===== config.mk =====
export PLATFORM = sky130hd
export DESIGN_NAME = status_reg_stack
export DESIGN_NICKNAME = d
export VERILOG_FILES = /design/src/rtl/status_reg_stack.sv
export SDC_FILE = /design/constraint.sdc
export NUM_CORES = 1
export LEC_CHECK = 0
export ABC_CLOCK_PERIOD_IN_PS = 2800
export CAP_MARGIN = 40
export CORE_ASPECT_RATIO = 1.2
export CORE_MARGIN = 8
export CORE_UTILIZATION = 45
export CTS_CLUSTER_SIZE = 8
export DETAILED_ROUTE_END_ITERATION = 7
export GPL_ROUTABILITY_DRIVEN = 1
export GPL_TIMING_DRIVEN = 0
export PLACE_DENSITY = 0.72
export SLEW_MARGIN = 40
export SYNTH_ARGS = -nofsm -noshare
export SYNTH_HDL_FRONTEND = slang
export SYNTH_SLANG_ARGS = --single-unit
export TNS_END_PERCENT = 1

===== constraint.sdc =====
create_clock -name clk -period 2.8 [get_ports clk]
set_input_delay 0.28 -clock clk [delete_from_list [all_inputs] [get_ports clk]]
set_output_delay 0.28 -clock clk [all_outputs]
set_load 0.005 [all_outputs]

===== src/rtl/status_reg_stack.sv =====
// Processor status register with masked ALU/decoder writes and a LIFO save/restore stack.
// Optional: define STATUS_PUSH_IE_CLR_EN to clear the interrupt-enable bit on a successful push.
module status_reg_stack #(
    parameter int NumStatusBits = 6,
    parameter int StackDepth    = 4,
    parameter int IeBit         = 5
) (
    input  logic                             clk,
    input  logic                             res_n,
    input  logic                             sel_stat_in_alu_decoder,
    input  logic                             wr_en,
    input  logic [NumStatusBits-1:0]         wr_mask,
    input  logic [NumStatusBits-1:0]         alu_status,
    input  logic [NumStatusBits-1:0]         dec_status,
    input  logic                             push,
    input  logic                             pop,
    input  logic                             err_clr,
    output logic [NumStatusBits-1:0]         status,
    output logic [$clog2(StackDepth+1)-1:0]  stack_depth,
    output logic                             stack_full,
    output logic                             stack_empty,
    output logic                             stack_err
);

    localparam int DepthW = $clog2(StackDepth + 1);
    localparam int IdxW   = (StackDepth > 1) ? $clog2(StackDepth) : 1;

    if ((StackDepth < 1) || (IeBit < 0) || (IeBit >= NumStatusBits)) begin : g_bad_param
        $error("status_reg_stack: StackDepth must be >= 1 and IeBit inside the status width");
    end

    logic [NumStatusBits-1:0] r_stack [StackDepth];
    logic [NumStatusBits-1:0] r_status;
    logic [DepthW-1:0]        r_depth;
    logic                     r_err;

    logic [NumStatusBits-1:0] w_src;
    logic [NumStatusBits-1:0] w_wv;
    logic [NumStatusBits-1:0] w_status_nxt;
    logic [DepthW-1:0]        w_depth_nxt;
    logic                     w_err_nxt;
    logic                     w_full;
    logic                     w_empty;
    logic                     w_push_ok;
    logic                     w_pop_ok;
    logic                     w_err_set;
    logic [IdxW-1:0]          w_push_idx;
    logic [IdxW-1:0]          w_top_idx;

    // Occupancy flags and stack pointers derived from the saved-entry count
    always_comb begin
        w_full     = (r_depth == DepthW'(StackDepth));
        w_empty    = (r_depth == {DepthW{1'b0}});
        w_push_idx = IdxW'(r_depth);
        w_top_idx  = IdxW'(r_depth - DepthW'(1));
    end

    // Source selection and masked write value
    always_comb begin
        if (sel_stat_in_alu_decoder) begin
            w_src = alu_status;
        end else begin
            w_src = dec_status;
        end
        if (wr_en) begin
            w_wv = (r_status & ~wr_mask) | (w_src & wr_mask);
        end else begin
            w_wv = r_status;
        end
    end

    // Stack request arbitration: simultaneous push and pop cancel each other
    always_comb begin
        w_push_ok = 1'b0;
        w_pop_ok  = 1'b0;
        w_err_set = 1'b0;
        case ({push, pop})
            2'b10: begin
                if (w_full) begin
                    w_err_set = 1'b1;
                end else begin
                    w_push_ok = 1'b1;
                end
            end
            2'b01: begin
                if (w_empty) begin
                    w_err_set = 1'b1;
                end else begin
                    w_pop_ok = 1'b1;
                end
            end
            default: begin
                w_push_ok = 1'b0;
                w_pop_ok  = 1'b0;
                w_err_set = 1'b0;
            end
        endcase
    end

    // Next live status, depth and sticky error; a restore discards the same-cycle write
    always_comb begin
        w_status_nxt = w_wv;
        w_depth_nxt  = r_depth;
        if (w_pop_ok) begin
            w_status_nxt = r_stack[w_top_idx];
            w_depth_nxt  = r_depth - DepthW'(1);
        end else if (w_push_ok) begin
            w_depth_nxt  = r_depth + DepthW'(1);
`ifdef STATUS_PUSH_IE_CLR_EN
            w_status_nxt[IeBit] = 1'b0;
`endif
        end else begin
            w_depth_nxt  = r_depth;
        end
        if (w_err_set) begin
            w_err_nxt = 1'b1;
        end else if (err_clr) begin
            w_err_nxt = 1'b0;
        end else begin
            w_err_nxt = r_err;
        end
    end

    // Live status, depth and error registers
    always_ff @(posedge clk) begin
        if (!res_n) begin
            r_status <= '0;
            r_depth  <= '0;
            r_err    <= 1'b0;
        end else begin
            r_status <= w_status_nxt;
            r_depth  <= w_depth_nxt;
            r_err    <= w_err_nxt;
        end
    end

    // Saved entries capture the pre-write status on a successful push
    always_ff @(posedge clk) begin
        if (!res_n) begin
            for (int i = 0; i < StackDepth; i++) begin
                r_stack[i] <= '0;
            end
        end else if (w_push_ok) begin
            r_stack[w_push_idx] <= r_status;
        end else begin
            r_stack[w_push_idx] <= r_stack[w_push_idx];
        end
    end

    assign status      = r_status;
    assign stack_depth = r_depth;
    assign stack_err   = r_err;
    assign stack_full  = w_full;
    assign stack_empty = w_empty;

endmodule


=== Word-level counts from Yosys, hierarchy flattened ===
Memories as Yosys holds them, arrays and structs flattened.
Cells that the tools add are included.

* Output and inout bits: 12
* Register bits: 10
* Bits of input ports: 25
* Memories: 1
* Word-level logic and storage cells: 46
* RAM bits: 24

* Bitwise logic cells: 5
* Reduce and logical (&&, ||, !) cells: 6
* Add/subtract/negate cells: 2
* Equal/unequal tests: 4
* Muxes and demuxes: 25

{| class="wikitable"
|+ Memories
! name !! words !! bits a word !! rd ports !! clocked after Yosys merged registers in !! write ports !! RTL line !! text
|-
| r_stack || 4 || 6 || 1 || 0 || 4 || 32 || <nowiki>logic [NumStatusBits-1:0] r_stack [StackDepth];</nowiki>
|}

{| class="wikitable"
|+ Operators with widths
! kind !! number
|-
| 2-to-1 mux 6 bit || 5
|-
| 2-to-1 mux 1 bit || 16
|-
| AND 6 bit || 2
|-
| 2-to-1 mux 3 bit || 2
|-
| inverter 6 bit || 1
|-
| bitwise OR 6 bit || 1
|-
| nonzero test 2 bit || 3
|-
| OR reduction 6 bit || 1
|-
| adder 3 x 1 -> 3 bit (second input constant) || 1
|-
| equality test 3 bit (second input constant) || 1
|-
| logical NOT 3 bit || 1
|-
| subtractor 3 x 1 -> 3 bit (second input constant) || 1
|-
| equality test 2 x 1 -> 1 bit (second input constant) || 1
|-
| equality test 2 bit (second input constant) || 1
|-
| 2-to-1 mux 2 bit || 1
|-
| one-hot mux 1 bit (2 select lines) || 1
|-
| AND reduction 2 bit || 1
|-
| != test 0 bit || 1
|-
| bitwise OR 1 bit || 1
|}

=== Logic depth before layout (Yosys ltp) ===
* Depth in word-level cells: 10
* Gate-level depth with buffers: 8
* Depth with buffers taken out: 6

=== Least setup slack after synthesis ===
No wires, ideal clock.

* Kind: register to register
* Start point: register r_depth[0] (netlist: stack_depth[0])
* End point: memory r_stack[3][0], enable pin
* Buffers on the path: 1
* Library setup time: 0.380 ns
* Slack: 0.665 ns
* Clock period less this slack: 2.135 ns
* Data arrival time: 1.756 ns
* Data required time: 2.420 ns
* Cell stages (with the launch flop): 7
* Cell sequence: dfxtp_1 -> buf_2 -> inv_1 -> ha_1 -> nand2_1 -> nand2_1 -> o31ai_1

{| class="wikitable"
|+ RTL lines
! element !! RTL line !! text
|-
| from (decl) || 34 || <nowiki>logic [DepthW-1:0] r_depth;</nowiki>
|-
| from (signal assigned) || 132 || <nowiki>r_depth <= w_depth_nxt;</nowiki>
|-
| to (decl) || 32 ||
|}

==> impl_metrics.xml <==
<?xml version="1.0" encoding="UTF-8"?>
<metrics>
  <group name="place">
    <metric name="dpl_worst_slack" unit="ns">0.293</metric>
    <metric name="dp.cells" unit="">230</metric>
    <metric name="gp_routability_congestion" unit="">0.804</metric>
    <metric name="io_buffer_count" unit="">35</metric>
    <metric name="hpwlAfterDp" unit="mm">2.89</metric>
  </group>
  <group name="setup_path">
    <metric name="startpoint_type" unit="">flip-flop</metric>
    <metric name="cp_data_required_time" unit="ns">2.75</metric>
    <metric name="timing_worst_setup_path_type" unit="">flip-flop to flip-flop</metric>
    <metric name="signal_arrival_time_at_the_worst_endpoint" unit="ns">2.41</metric>
    <metric name="worst_setup_path_end_kind" unit="">flip-flop</metric>
    <metric name="critical_path.max_fanout" unit="">8</metric>
  </group>
  <group name="grt">
    <metric name="grt_antenna_before_repair" unit="">0</metric>
    <metric name="largest_net_degree_at_the_start_of_global_routing" unit="">11</metric>
    <metric name="via_count_of_the_first_global_routing_pass" unit="">1276</metric>
    <metric name="global_route.usage.total" unit="">0.128</metric>
    <metric name="grt_first_pass_wirelength" unit="mm">6.07</metric>
    <metric name="grt.overflow.total" unit="">0</metric>
  </group>
  <group name="sta">
    <metric name="tns" unit="ns">0</metric>
    <metric name="finClkSkew" unit="ns">0.00518</metric>
    <metric name="period_minus_slack" unit="ns">2.45</metric>
    <metric name="number_of_max_slew_violations_in_the_final_report" unit="">0</metric>
    <metric name="whs" unit="ns">0.510</metric>
    <metric name="finalCritPeriodShare" unit="">0.877</metric>
    <metric name="setup_viol_count_final" unit="">0</metric>
    <metric name="max_freq" unit="MHz">407</metric>
    <metric name="timing_hold_violations_final" unit="">0</metric>
    <metric name="rsz0062_at_grt" unit="">no</metric>
    <metric name="worst_slew_pin_slew" unit="ns">0.647</metric>
    <metric name="max_slew_margin" unit="">0.566</metric>
    <metric name="worst_setup_slack_after_layout" unit="ns">0.345</metric>
  </group>
  <group name="floorplan">
    <metric name="floorplan.rows" unit="">24</metric>
    <metric name="die_w" unit="um">72.5</metric>
    <metric name="boundaryPins" unit="">37</metric>
    <metric name="core" unit="um^2">3660</metric>
    <metric name="die_h" unit="um">83.8</metric>
    <metric name="initial_core_util" unit="">0.470</metric>
    <metric name="die_area" unit="um^2">6070</metric>
  </group>
  <group name="cts">
    <metric name="cts_root_buf" unit="">sky130_fd_sc_hd__clkbuf_8</metric>
    <metric name="clk_pin_slew_worst_paths" unit="ns">0.07</metric>
    <metric name="clkSinkCount" unit="">34</metric>
    <metric name="cts_resized" unit="">0</metric>
    <metric name="count_of_hold_buffers_inserted_by_post_cts_repair" unit="">0</metric>
    <metric name="worst_skew_pair_latency" unit="ns">0.28</metric>
    <metric name="cts_setup_buffers" unit="">0</metric>
    <metric name="total_clock_buffers_created_by_cts" unit="">5</metric>
    <metric name="cts_tree" unit="">done</metric>
    <metric name="cts.htree.levels" unit="">2</metric>
    <metric name="clock_path_buffers" unit="">2</metric>
  </group>
  <group name="cells_and_area">
    <metric name="non_filler_cells_final" unit="">238</metric>
    <metric name="area_growth_syn_to_layout" unit="%">29.1</metric>
    <metric name="layout.core_utilization" unit="">0.607</metric>
    <metric name="antenna_cells" unit="">0</metric>
    <metric name="nFillCells" unit="">317</metric>
    <metric name="fin_nets" unit="">215</metric>
    <metric name="drive_gt1_frac" unit="">0.113</metric>
  </group>
  <group name="yosys">
    <metric name="ys_seq_elements" unit="">34</metric>
    <metric name="yosys_warnings" unit="">0</metric>
    <metric name="synthesis.nets" unit="">173</metric>
    <metric name="synth_cell_area" unit="um^2">1720</metric>
    <metric name="yosys-top-cells-area" unit="">sky130_fd_sc_hd__edfxtp_1 (42%), sky130_fd_sc_hd__dfxtp_1 (12%), sky130_fd_sc_hd__and2_1 (8.7%), sky130_fd_sc_hd__mux4_2 (7.8%), sky130_fd_sc_hd__mux2i_1 (5.2%)</metric>
    <metric name="sequential_area_share_after_synthesis" unit="">0.535</metric>
    <metric name="postSynthAreaPerCell" unit="um^2">12.0</metric>
    <metric name="netlist.top_cell.by_area" unit="">sky130_fd_sc_hd__edfxtp_1</metric>
    <metric name="yosysTopAreaCellShare" unit="">0.419</metric>
    <metric name="post_synth_num_cell_types" unit="">27</metric>
    <metric name="synthesized_netlist_cell_count" unit="">143</metric>
  </group>
  <group name="drt">
    <metric name="firstDrtPassIters" unit="">4</metric>
    <metric name="totalWireLength" unit="mm">3.57</metric>
    <metric name="drtAntennaViolNets" unit="">0</metric>
    <metric name="routed_via_density" unit="">4.96</metric>
    <metric name="vias" unit="">1181</metric>
    <metric name="drc" unit="">0</metric>
    <metric name="detailedRoute.firstIterationViolations" unit="">29</metric>
    <metric name="drt-wirelength-per-cell" unit="um">15.0</metric>
  </group>
  <group name="run">
    <metric name="cap_violations" unit="">0</metric>
  </group>
  <group name="min_path">
    <metric name="class_of_the_most_critical_hold_timing_path" unit="">flip-flop to flip-flop</metric>
  </group>
  <group name="power">
    <metric name="cellLeakagePower" unit="nW">0.876</metric>
    <metric name="powerDensity" unit="nW/um^2">513</metric>
    <metric name="ir_drop" unit="uV">315</metric>
  </group>
  <group name="status">
    <metric name="run_status" unit="">finished, final reports clean</metric>
  </group>
</metrics>
-- per-layer routing --
layer,GRT usage,up-vias,wire length (um)
li1,-,594,-
met1,0.130,539,1400
met2,0.220,44,1770
met3,0.0589,4,357
met4,0.0529,0,39
met5,0,-,0
-- cells in the mapped netlist, drive strengths merged --
master and count:
and2 24, edfxtp 24, nand2 11, dfxtp 10, nor2 10, mux2i 9, a21oi 8, inv 7
mux4 6, o2bb2ai 6, ha 5, and3 4, nand2b 4, buf 3, nor3 3, clkbuf 2
and4 1, nand3 1, nor2b 1, nor3b 1, o21ai 1, o31a 1, o31ai 1
-- where the power goes --
part           total, mW  leakage, nW  internal, mW  switching [mW]
combinational      0.214        0.503         0.123          0.0918
clock              0.337       0.0426         0.171           0.166
sequential         0.589        0.331         0.567          0.0222
total               1.14        0.876         0.861           0.280
-- cell type report --
class	instances	area, um^2	area share
Sequential cell	34	921	0.414
Clock inverter	2	8.76	0.00394
Clock buffer	6	72.6	0.0326
Inverter	7	26.3	0.0118
Timing Repair Buffer	35	350	0.158
Multi-Input combinational cell	97	751	0.338
Buffer	5	28.8	0.0129
Tap cell	52	65.1	0.0293
-- through the flow --
step | power [mW] | instance area [um^2]
after floorplan | 0.715 | 1720
after global placement | 0.809 | 2140
after detailed placement | 0.817 | 2140
after CTS | 1.15 | 2220
after global routing | 1.19 | 2220
final | 1.14 | 2220
-- worst max-delay path, cell delays in order, from the launching register on --
cell                       delay [ns]
sky130_fd_sc_hd__dfxtp_1         0.35
sky130_fd_sc_hd__buf_2           0.28
sky130_fd_sc_hd__inv_1           0.20
sky130_fd_sc_hd__ha_1            0.26
sky130_fd_sc_hd__nand2_1         0.16
sky130_fd_sc_hd__nand3_1         0.18
sky130_fd_sc_hd__nor3_2          0.34
sky130_fd_sc_hd__nand2b_1        0.36
-- cells in the final DEF (no fill, tap or decap), types with 2 or more instances in the layout --
master / instances
sky130_fd_sc_hd__buf_2: 2
sky130_fd_sc_hd__mux4_2: 6
sky130_fd_sc_hd__nand2b_1: 3
sky130_fd_sc_hd__nor3_2: 2
sky130_fd_sc_hd__and3_1: 4
sky130_fd_sc_hd__ha_1: 5
sky130_fd_sc_hd__a21oi_1: 8
sky130_fd_sc_hd__clkbuf_1: 3
sky130_fd_sc_hd__edfxtp_1: 24
sky130_fd_sc_hd__dfxtp_1: 10
sky130_fd_sc_hd__nor2_1: 9
sky130_fd_sc_hd__inv_1: 7
sky130_fd_sc_hd__nand2_1: 11
sky130_fd_sc_hd__and2_1: 24
sky130_fd_sc_hd__mux2i_1: 9
sky130_fd_sc_hd__o2bb2ai_1: 6
sky130_fd_sc_hd__clkdlybuf4s50_1: 35
sky130_fd_sc_hd__clkbuf_8: 5
-- worst paths after layout --
path / start / end / slack (ns) / cells past startpoint
setup / recovery: stack_depth[0]$_SDFFE_PN0P_ / r_stack[0][0]$_SDFFCE_PN0P_ / 0.35 / 7
hold / removal: stack_err$_SDFFE_PN0P_ / stack_err$_SDFFE_PN0P_ / 0.51 / 2
setup reg to reg: stack_depth[0]$_SDFFE_PN0P_ / r_stack[0][0]$_SDFFCE_PN0P_ / 0.35 / 7
hold reg to reg: stack_err$_SDFFE_PN0P_ / stack_err$_SDFFE_PN0P_ / 0.51 / 2
-- cell families (layout without fill, tap and decap cells) --
kind of cell / Yosys count / in the layout / share of synthesized area
adders and majority gates: 5 / 5 / 0.0363
AOI/OAI and AO/OA: 17 / 17 / 0.0661
buffers and inverters: 12 / 55 / 0.0320
DFF: 34 / 34 / 0.535
muxes: 15 / 15 / 0.131
and+or+nand+nor: 60 / 60 / 0.200
Note: power is estimated with default switching activity, not from simulation.
